===== config.mk =====
export PLATFORM = sky130hd
export DESIGN_NAME = irq_w0c_reader
export DESIGN_NICKNAME = d
export VERILOG_FILES = /design/src/rtl/irq_w0c_pkg.sv /design/src/rtl/irq_w0c_reader.sv
export SDC_FILE = /design/constraint.sdc
export NUM_CORES = 1
export LEC_CHECK = 0
export BUFFER_PORTS_ARGS = -buffer_cell sky130_fd_sc_hd__buf_2
export CAP_MARGIN = 10
export CORE_MARGIN = 1
export CORE_UTILIZATION = 32
export DETAILED_ROUTE_END_ITERATION = 10
export GPL_ROUTABILITY_DRIVEN = 0
export PLACE_DENSITY_LB_ADDON = 0.25
export SLEW_MARGIN = 30
export SYNTH_ARGS = -nofsm -noshare
export SYNTH_HDL_FRONTEND = slang
export SYNTH_SLANG_ARGS = --single-unit

===== constraint.sdc =====
create_clock -name clk -period 2.1 [get_ports clk]
set_input_delay 0.42 -clock clk [delete_from_list [all_inputs] [get_ports clk]]
set_output_delay 0.42 -clock clk [all_outputs]
set_load 0.05 [all_outputs]

===== src/rtl/irq_w0c_pkg.sv =====
// rtl/irq_w0c_pkg.sv - shared state encoding and constants for irq_w0c_reader
//
// Purpose : state typedef for the W0C status service FSM plus the register
//           recovery delay applied after the clear write.
// Ports   : none (package).

package irq_w0c_pkg;

  typedef enum logic [2:0] {
    ST_IDLE,
    ST_HOLD,
    ST_IRQ,
    ST_SNAP,
    ST_CLR,
    ST_RECOV
  } state_e;

  // Cycles the status register needs to reflect the clear before pend is trusted again.
  localparam int RECOV_CYC = 1;

endpackage


===== src/rtl/irq_w0c_reader.sv =====
// rtl/irq_w0c_reader.sv - interrupt, snapshot read and W0C acknowledge for sticky status bits
//
// Purpose : watches a bank of write-0-to-clear sticky status bits, raises a
//           holdoff-delayed level interrupt, snapshots masked status on a read
//           request and then issues the W0C write that clears exactly the
//           snapshotted bits.
// Ports   :
//   clk        in  clock
//   rst_n      in  asynchronous active-low reset
//   stat       in  [BITS_W]    sticky status (register dout)
//   hw_set     in  [BITS_W]    hardware set vector of the same register
//   mask       in  [BITS_W]    1 = bit enabled for interrupt and service
//   holdoff    in  [HOLDOFF_W] cycles from pending to irq, 0 = next cycle
//   rd_req     in  single-cycle read request, sampled only while rd_rdy=1
//   rd_rdy     out read request can be accepted (IDLE/HOLD/IRQ)
//   rd_ack     out single-cycle pulse, rd_dat valid
//   rd_dat     out [BITS_W]    snapshot of stat & mask
//   irq        out level interrupt
//   clr_w_en   out W0C write strobe
//   clr_w_dat  out [BITS_W]    W0C write data (~snapshot)

module irq_w0c_reader
  import irq_w0c_pkg::*;
#(
  parameter int BITS_W    = 8,
  parameter int HOLDOFF_W = 4
) (
  input  logic                 clk,
  input  logic                 rst_n,
  input  logic [BITS_W-1:0]    stat,
  input  logic [BITS_W-1:0]    hw_set,
  input  logic [BITS_W-1:0]    mask,
  input  logic [HOLDOFF_W-1:0] holdoff,
  input  logic                 rd_req,
  output logic                 rd_rdy,
  output logic                 rd_ack,
  output logic [BITS_W-1:0]    rd_dat,
  output logic                 irq,
  output logic                 clr_w_en,
  output logic [BITS_W-1:0]    clr_w_dat
);

  state_e                 state_q, state_d;
  logic [HOLDOFF_W-1:0]   cnt_q, cnt_d;
  logic [BITS_W-1:0]      snap_q, snap_d;
  logic                   pend;

  assign pend = |(stat & mask);

  // Outputs are pure state decodes; clr_w_en also looks at hw_set because the
  // register drops w_en whenever a hardware set is present in the same cycle.
  assign rd_rdy    = (state_q == ST_IDLE) || (state_q == ST_HOLD) || (state_q == ST_IRQ);
  assign rd_ack    = (state_q == ST_SNAP);
  assign rd_dat    = snap_q;
  assign irq       = (state_q == ST_IRQ);
  assign clr_w_en  = (state_q == ST_CLR) && (hw_set == '0);
  assign clr_w_dat = (state_q == ST_CLR) ? ~snap_q : '0;

  always_ff @(posedge clk or negedge rst_n) begin
    if (!rst_n) begin
      state_q <= ST_IDLE;
      cnt_q   <= '0;
      snap_q  <= '0;
    end else begin
      state_q <= state_d;
      cnt_q   <= cnt_d;
      snap_q  <= snap_d;
    end
  end

  always_comb begin
    state_d = state_q;
    cnt_d   = cnt_q;
    snap_d  = snap_q;

    // A read accepted in any ready state wins over interrupt sequencing.
    if (rd_rdy && rd_req) begin
      state_d = ST_SNAP;
      snap_d  = stat & mask;
    end else begin
      case (state_q)
        ST_IDLE: begin
          if (pend) begin
            if (holdoff == '0) begin
              state_d = ST_IRQ;
            end else begin
              state_d = ST_HOLD;
              cnt_d   = holdoff - HOLDOFF_W'(1);
            end
          end
        end
        ST_HOLD: begin
          if (!pend) begin
            state_d = ST_IDLE;
          end else if (cnt_q == '0) begin
            state_d = ST_IRQ;
          end else begin
            cnt_d = cnt_q - HOLDOFF_W'(1);
          end
        end
        ST_IRQ: begin
          if (!pend) begin
            state_d = ST_IDLE;
          end
        end
        ST_SNAP: begin
          // Nothing was captured, so there is nothing to acknowledge.
          state_d = (snap_q == '0) ? ST_IDLE : ST_CLR;
        end
        ST_CLR: begin
          if (clr_w_en) begin
            state_d = ST_RECOV;
            cnt_d   = HOLDOFF_W'(RECOV_CYC - 1);
          end
        end
        ST_RECOV: begin
          if (cnt_q == '0) begin
            state_d = ST_IDLE;
          end else begin
            cnt_d = cnt_q - HOLDOFF_W'(1);
          end
        end
        default: state_d = ST_IDLE;
      endcase
    end
  end

endmodule


# [After elaboration in Yosys (flattened, before gate mapping)]
# Index checks and enable logic that the tools add are counted.
[word_totals] reg_bits=15 inputBits=31 out_inout_bits=20 word_cells=52
[op_classes] addsub=2 n_eq_ne=14 muxes=17 bitwise_logic=3 n_reduce_logical=13
[op_table] operator="3-bit two-way mux" n=8
[op_table] operator="4-bit two-way mux" n=5
[op_table] operator="3-bit one-hot mux with 6 select lines" n=1
[op_table] operator="8-bit zero test" n=2
[op_table] operator="4-bit one-hot mux with 4 select lines" n=1
[op_table] operator="3-bit by 2-bit != test with 1-bit output (second input constant)" n=3
[op_table] operator="8-bit bitwise AND" n=1
[op_table] operator="4-bit zero test" n=2
[op_table] operator="8-bit two-way mux" n=1
[op_table] operator="2-bit != test (second input constant)" n=4
[op_table] operator="8-bit inverter" n=1
[op_table] operator="8-bit OR reduction" n=1
[op_table] operator="4-bit by 1-bit subtractor with 4-bit output (second input constant)" n=2
[op_table] operator="3-bit by 2-bit equality test with 1-bit output (second input constant)" n=2
[op_table] operator="3-bit equality test (second input constant)" n=2
[op_table] operator="6-bit AND reduction" n=1
[op_table] operator="5-bit AND reduction" n=1
[op_table] operator="4-bit by 2-bit != test with 1-bit output (second input constant)" n=1
[op_table] operator="4-bit nonzero test" n=1
[op_table] operator="3-bit by 1-bit equality test with 1-bit output (second input constant)" n=1
[op_table] operator="3-bit zero test" n=1
[op_table] operator="3-bit != test (second input constant)" n=1
[op_table] operator="1-bit logical AND" n=2
[op_table] operator="1-bit logical OR" n=2
[op_table] operator="other kinds (2)" n=2

# [Depth between registers and ports, before layout]
[depth] ltp_word=6 ltp_mapped=8 mapped_depth_nobuf=6

# [Worst setup path after synthesis]
# OpenSTA, ideal clock, no wires.
[synth_timing] path_type="register -> output" startpoint="register state_q[1]" endpoint="output port clr_w_en" arrival_ps=2153 required_time_ps=1680 slack_ps=-473 stages_incl_launch_ff=6 n_path_buf=2 cell_sequence="dfrtp_1 buf_2 nor2_1 nand2_1 clkbuf_1 nor3_1"
[synth_via] elab_chain_cells=2
[synth_rtl] item="start: declaration" line_no="irq_w0c_reader.sv:43" rtl="state_e state_q, state_d;"
[synth_rtl] item="start signal: assignment" line_no="irq_w0c_reader.sv:65" rtl="state_q <= state_d;"
[synth_rtl] item="3-bit equality test" line_no="irq_w0c_reader.sv:56" rtl="assign clr_w_en = (state_q == ST_CLR) && (hw_set == '0);"
[synth_rtl] item="1-bit logical AND" line_no="irq_w0c_reader.sv:56"
[synth_rtl] item="end: declaration" line_no="irq_w0c_reader.sv:39" rtl="output logic clr_w_en,"
# Every way passes these cells.

# [Final worst setup path]
[layout_timing] startpoint="register state_q[1]" endpoint="output port clr_w_dat[4]"
[layout_via] elab_chain_cells=2
[layout_rtl] item="3-bit equality test" line_no="irq_w0c_reader.sv:57" rtl="assign clr_w_dat = (state_q == ST_CLR) ? ~snap_q : '0;"
[layout_rtl] item="8-bit two-way mux" line_no="irq_w0c_reader.sv:57"
[layout_rtl] item="end: declaration" line_no="irq_w0c_reader.sv:40" rtl="output logic [BITS_W-1:0] clr_w_dat"
# Every way passes these cells.

==> results.md <==
Placement:
- The number of I/O port buffers is 50.
- The worst setup slack after placement is -0.00176 ns.
- Summing all placed instances gives a cell area of around 1300 um^2.
- The placed wire-length estimate after detailed placement is 2090 um.

Floorplanning:
- The overall die width is 57.1 um.
- The chip height is 57.1 um.
- The initial core utilization is 34.4%.
- The core area is 2830 um^2.
- The number of top-level pins is slightly above 50.
- The initialized floorplan defines 19 standard-cell rows.
- The die area is 3260 um^2.

Cells and area:
- After routing the design area is 1360 um^2.
- The net count of the finished layout is 209.
- The area taken by flip-flops and latches is 375 um^2.
- The area of the multi-input gates is 589 um^2.
- Relative to the synthesized area, the layout overhead comes to 40.3%.
- The fill cell total of the finished layout is approximately 280.
- 0 antenna diodes ended up in the layout.
- The share of post-route cells with drive strength above 1 is around 43%.

Pwr:
- Cell internal power was estimated by the tool at 1.05 mW.
- VDD sags by at most 0.971 mV.
- Sequential cells burn 25.9% of the power.
- The part of the total power dissipated in combinational logic is approximately 67%.
- In this run the power density over the cells is 1700 nW/um^2.
- The clock network burns between 7 and 8% of the power.
- The net switching share of the total power is 54.6%.
- The net switching power is 1.27 mW.
- The standby leakage power is about 0.70 nW.
- The total power of the final layout is 2.32 mW.

Synthesis:
- The number of synthesis warnings is 0.
- In this run, synthesis inferred 0 flip-flops with an integrated enable.
- The leading area contributor after synthesis is dfrtp_1.
- By count the netlist is led by 21 x nand2_1, 19 x nor2_1, 15 x dfrtp_1.
- The adder-cell share of the synthesized area is 1.29%.
- The portion of the post-synthesis area used by sequential elements is roughly two fifths.
- The area fraction in compound gates after synthesis is between 10% and 20%.
- The share of flip-flops with an asynchronous set or reset after synthesis is 100%.
- The number of instances in the synthesized netlist is 118.
- The synthesized-area fraction occupied by and/or/nand/nor cells is ~34%.
- Counting distinct cell types in the post-synthesis netlist gives 36.
- After synthesis the netlist holds a flip-flop and latch count of 15.
- In this run the cell area of the synthesized design comes to 972 um^2.
- The total nets after synthesis is 150.
- The top cell type by area accounts for slightly below 40% of the synthesized area.
- After Yosys synthesis, XOR and XNOR cells account for 0% of the synthesized area.
- Dividing the synthesized area by the synthesized cell count gives 8.24 um^2.
- Yosys attributes the largest share of cell area to dfrtp_1 39%, nand2_1 8.1%, nor2_1 7.3%, o21ai_0 6.7%, nor4_1 3.2%.
- The most frequent cell after synthesis is nand2_1.
- The mux share of post-synthesis cell area is 3.60%.
- The combinational family with the most area after synthesis is simple AND/OR/NAND/NOR gates.
- The most common flop cell mapped by yosys is dfrtp_1.

Timing:
- Summed over all failing endpoints, the final setup total negative slack is 0 ns.
- The transition time of the tightest slew-check pin is between 0.4 and 0.5 ns.
- The smallest clock period supported by the final layout is computed as 1.96 ns.
- Setup repair after global routing left no endpoint under its margin.
- The share of the clock period used by the worst path is between 90% and 100%.
- Final hold analysis gives a worst-case slack of 0.0240 ns.
- Measured against its own limit, the worst slew margin works out to 66.7%.
- The final count of hold timing violations is 0.
- The worst clock skew is 0.000336 ns.
- Derived from the worst setup path, the maximum achievable clock frequency is about 510 MHz.
- Setup violations remaining at the end of the flow were counted as 0.
- The count of final max-slew check failures is 0.
- Across all setup checks in the final design, the least slack found is 0.136 ns.

Setup path:
- On the worst path, the slowest cell contributes a delay of approximately 0.43 ns.
- The setup path with the least slack is of type flip-flop to output pin.
- The cell with the biggest individual delay on the critical path is dfrtp_1.
- The endpoint kind of the worst setup timing path is an output pin.
- At the worst endpoint, the required time is 1.68 ns.
- The highest net fanout along the worst path is 6.
- The critical path startpoint category is a flip-flop.
- The signal arrival time at the worst endpoint is 1.54 ns.
- The signal on the critical path passes through nor2_2, nand2_2, buf_4, nor2_1, buf_2.

GRT:
- In the global route stage, overall resource usage came out at approximately 17%.
- The initial antenna violation count is 0.
- The first global-routing pass estimated 4300 um of wire.
- The number of global-route vias before repair was 940.
- The largest net degree at the start of global routing is 20.
- The leftover overflow at the end of global routing is 0.

Routing:
- The antenna violation net count after detailed routing is 0.
- The total via count in the routed design is 1,072.
- The final layout contains routed wiring with a total length of 2520 um.
- The number of violations reported at the end of detailed-routing iteration 0 is 41.
- The mean number of vias per cell is 5.18.
- The number of search-and-repair iterations in the first detailed-routing pass is 7.
- After detailed routing, the average wire length per cell comes to 12.2 um.
- In the routed design, unresolved DRC markers number 2.

CTS:
- The cts-stage hold buffer count is 0.
- CTS built an H-tree with a depth of 1.
- The clock passes through at most 2 buffers.
- The number of CTS-inserted buffers is 3.
- After clock tree synthesis, the clock-pin slew on the worst setup and hold paths is about 0.09 ns.
- The clock drives 15 sinks.
- The clock network latency to the later pin of the worst-skew pair is 0.28 ns.
- The CTS tree is built.
- The clock tree root driver cell is clkbuf_4.

Status:
- The flow ran to the end, but the final reports show violations.
- The final reports fail on DRC.

Hold path:
- The worst hold path belongs to the class primary input to async pin.

Job:
- The number of max-cap violations is 0.
==> final cells by class <==
class	instances	area share, %
Clock buffer	3	1.65
Clock inverter	1	0.367
Multi-Input combinational cell	97	43.2
Sequential cell	15	27.5
Tap cell	31	2.84
Timing Repair Buffer	60	24.4
==> flip-flops by register name (all words and copies together), names as in the netlist <==
| register | count |
|---|---|
| rd_dat | 8 |
| cnt_q | 4 |
| state_q | 3 |
==> logic make-up after synthesis <==
| logic type | after synthesis |
|---|---|
| and+or+nand+nor | 63 |
| AOI/OAI and AO/OA | 30 |
| DFF | 15 |
| buffers and inverters | 6 |
| muxes | 3 |
| adders and majority gates | 1 |
==> per-layer routing <==
metal	up-vias	GRT usage, %	part of all wire (%)
li1	548	-	-
met1	482	23.4	47
met2	40	26.6	46
met3	2	3.17	6.2
met4	0	6.27	0.67
met5	-	0	0
==> critical path: cells and delay by family (launching register included) <==
kind | cells | cell delay [ns]
buf+inv | 2 | 0.45
flops | 1 | 0.43
simple gates | 3 | 0.38
==> repair_timing <==
item,4_1_cts,5_1_grt
resized for setup,0,5
endpoints found under the setup margin,0,6
setup buffers,0,0
==> layout by cell type, fill, tap and decap left out, drive strengths merged <==
| master | count |
|---|---|
| o22ai | 2 |
| a32o | 1 |
| a41o | 1 |
| nand4 | 2 |
| o41ai | 1 |
| a22o | 1 |
| nor4 | 5 |
| o21a | 1 |
| nor3 | 2 |
| o21ai | 15 |
| a211o | 1 |
| nand3b | 1 |
| clkbuf | 6 |
| mux2 | 1 |
| mux2i | 2 |
| a21oi | 5 |
| buf | 57 |
| nand2 | 22 |
| ha | 1 |
| and2 | 1 |
| and3b | 1 |
| nand2b | 1 |
| nor4b | 1 |
| or4 | 3 |
| a221o | 1 |
| dfrtp | 15 |
| clkinv | 1 |
| o31ai | 1 |
| nor3b | 2 |
| or3 | 2 |
| nor2 | 20 |
==> power by group through the flow <==
stage / clock (mW) / combinational (mW) / sequential (mW)
4_1_cts: 0.169 / 1.55 / 0.596
6_report: 0.164 / 1.55 / 0.601
3_3_place_gp: 0 / 1.52 / 0.598
3_5_place_dp: 0 / 1.54 / 0.601
2_1_floorplan: 0 / 0.918 / 0.802
5_1_grt: 0.185 / 1.67 / 0.626
==> final timing paths <==
path / from / end / slack (ns) / cells after the start
worst min-delay path: rst_n / rd_dat[3]$_DFFE_PN0P_ / 0.02 / 1
min in group clk: mask[1] / rd_dat[1]$_DFFE_PN0P_ / 0.39 / 3
worst max-delay path: state_q[1]$_DFFE_PN0P_ / clr_w_dat[4] / 0.14 / 5
max in group asynchronous: rst_n / cnt_q[1]$_DFFE_PN0P_ / 1.83 / 1
worst min register to register: cnt_q[3]$_DFFE_PN0P_ / cnt_q[3]$_DFFE_PN0P_ / 0.54 / 1
worst max register to register: state_q[1]$_DFFE_PN0P_ / cnt_q[2]$_DFFE_PN0P_ / 0.26 / 6
==> metrics by stage <==
step	instances	util [%]
after global routing	207	48.2
after floorplan	118	-
after global placement	203	46.8
after detailed placement	203	46.8
after CTS	207	47.8
final	207	48.2
(Power assumes the default switching activity.)
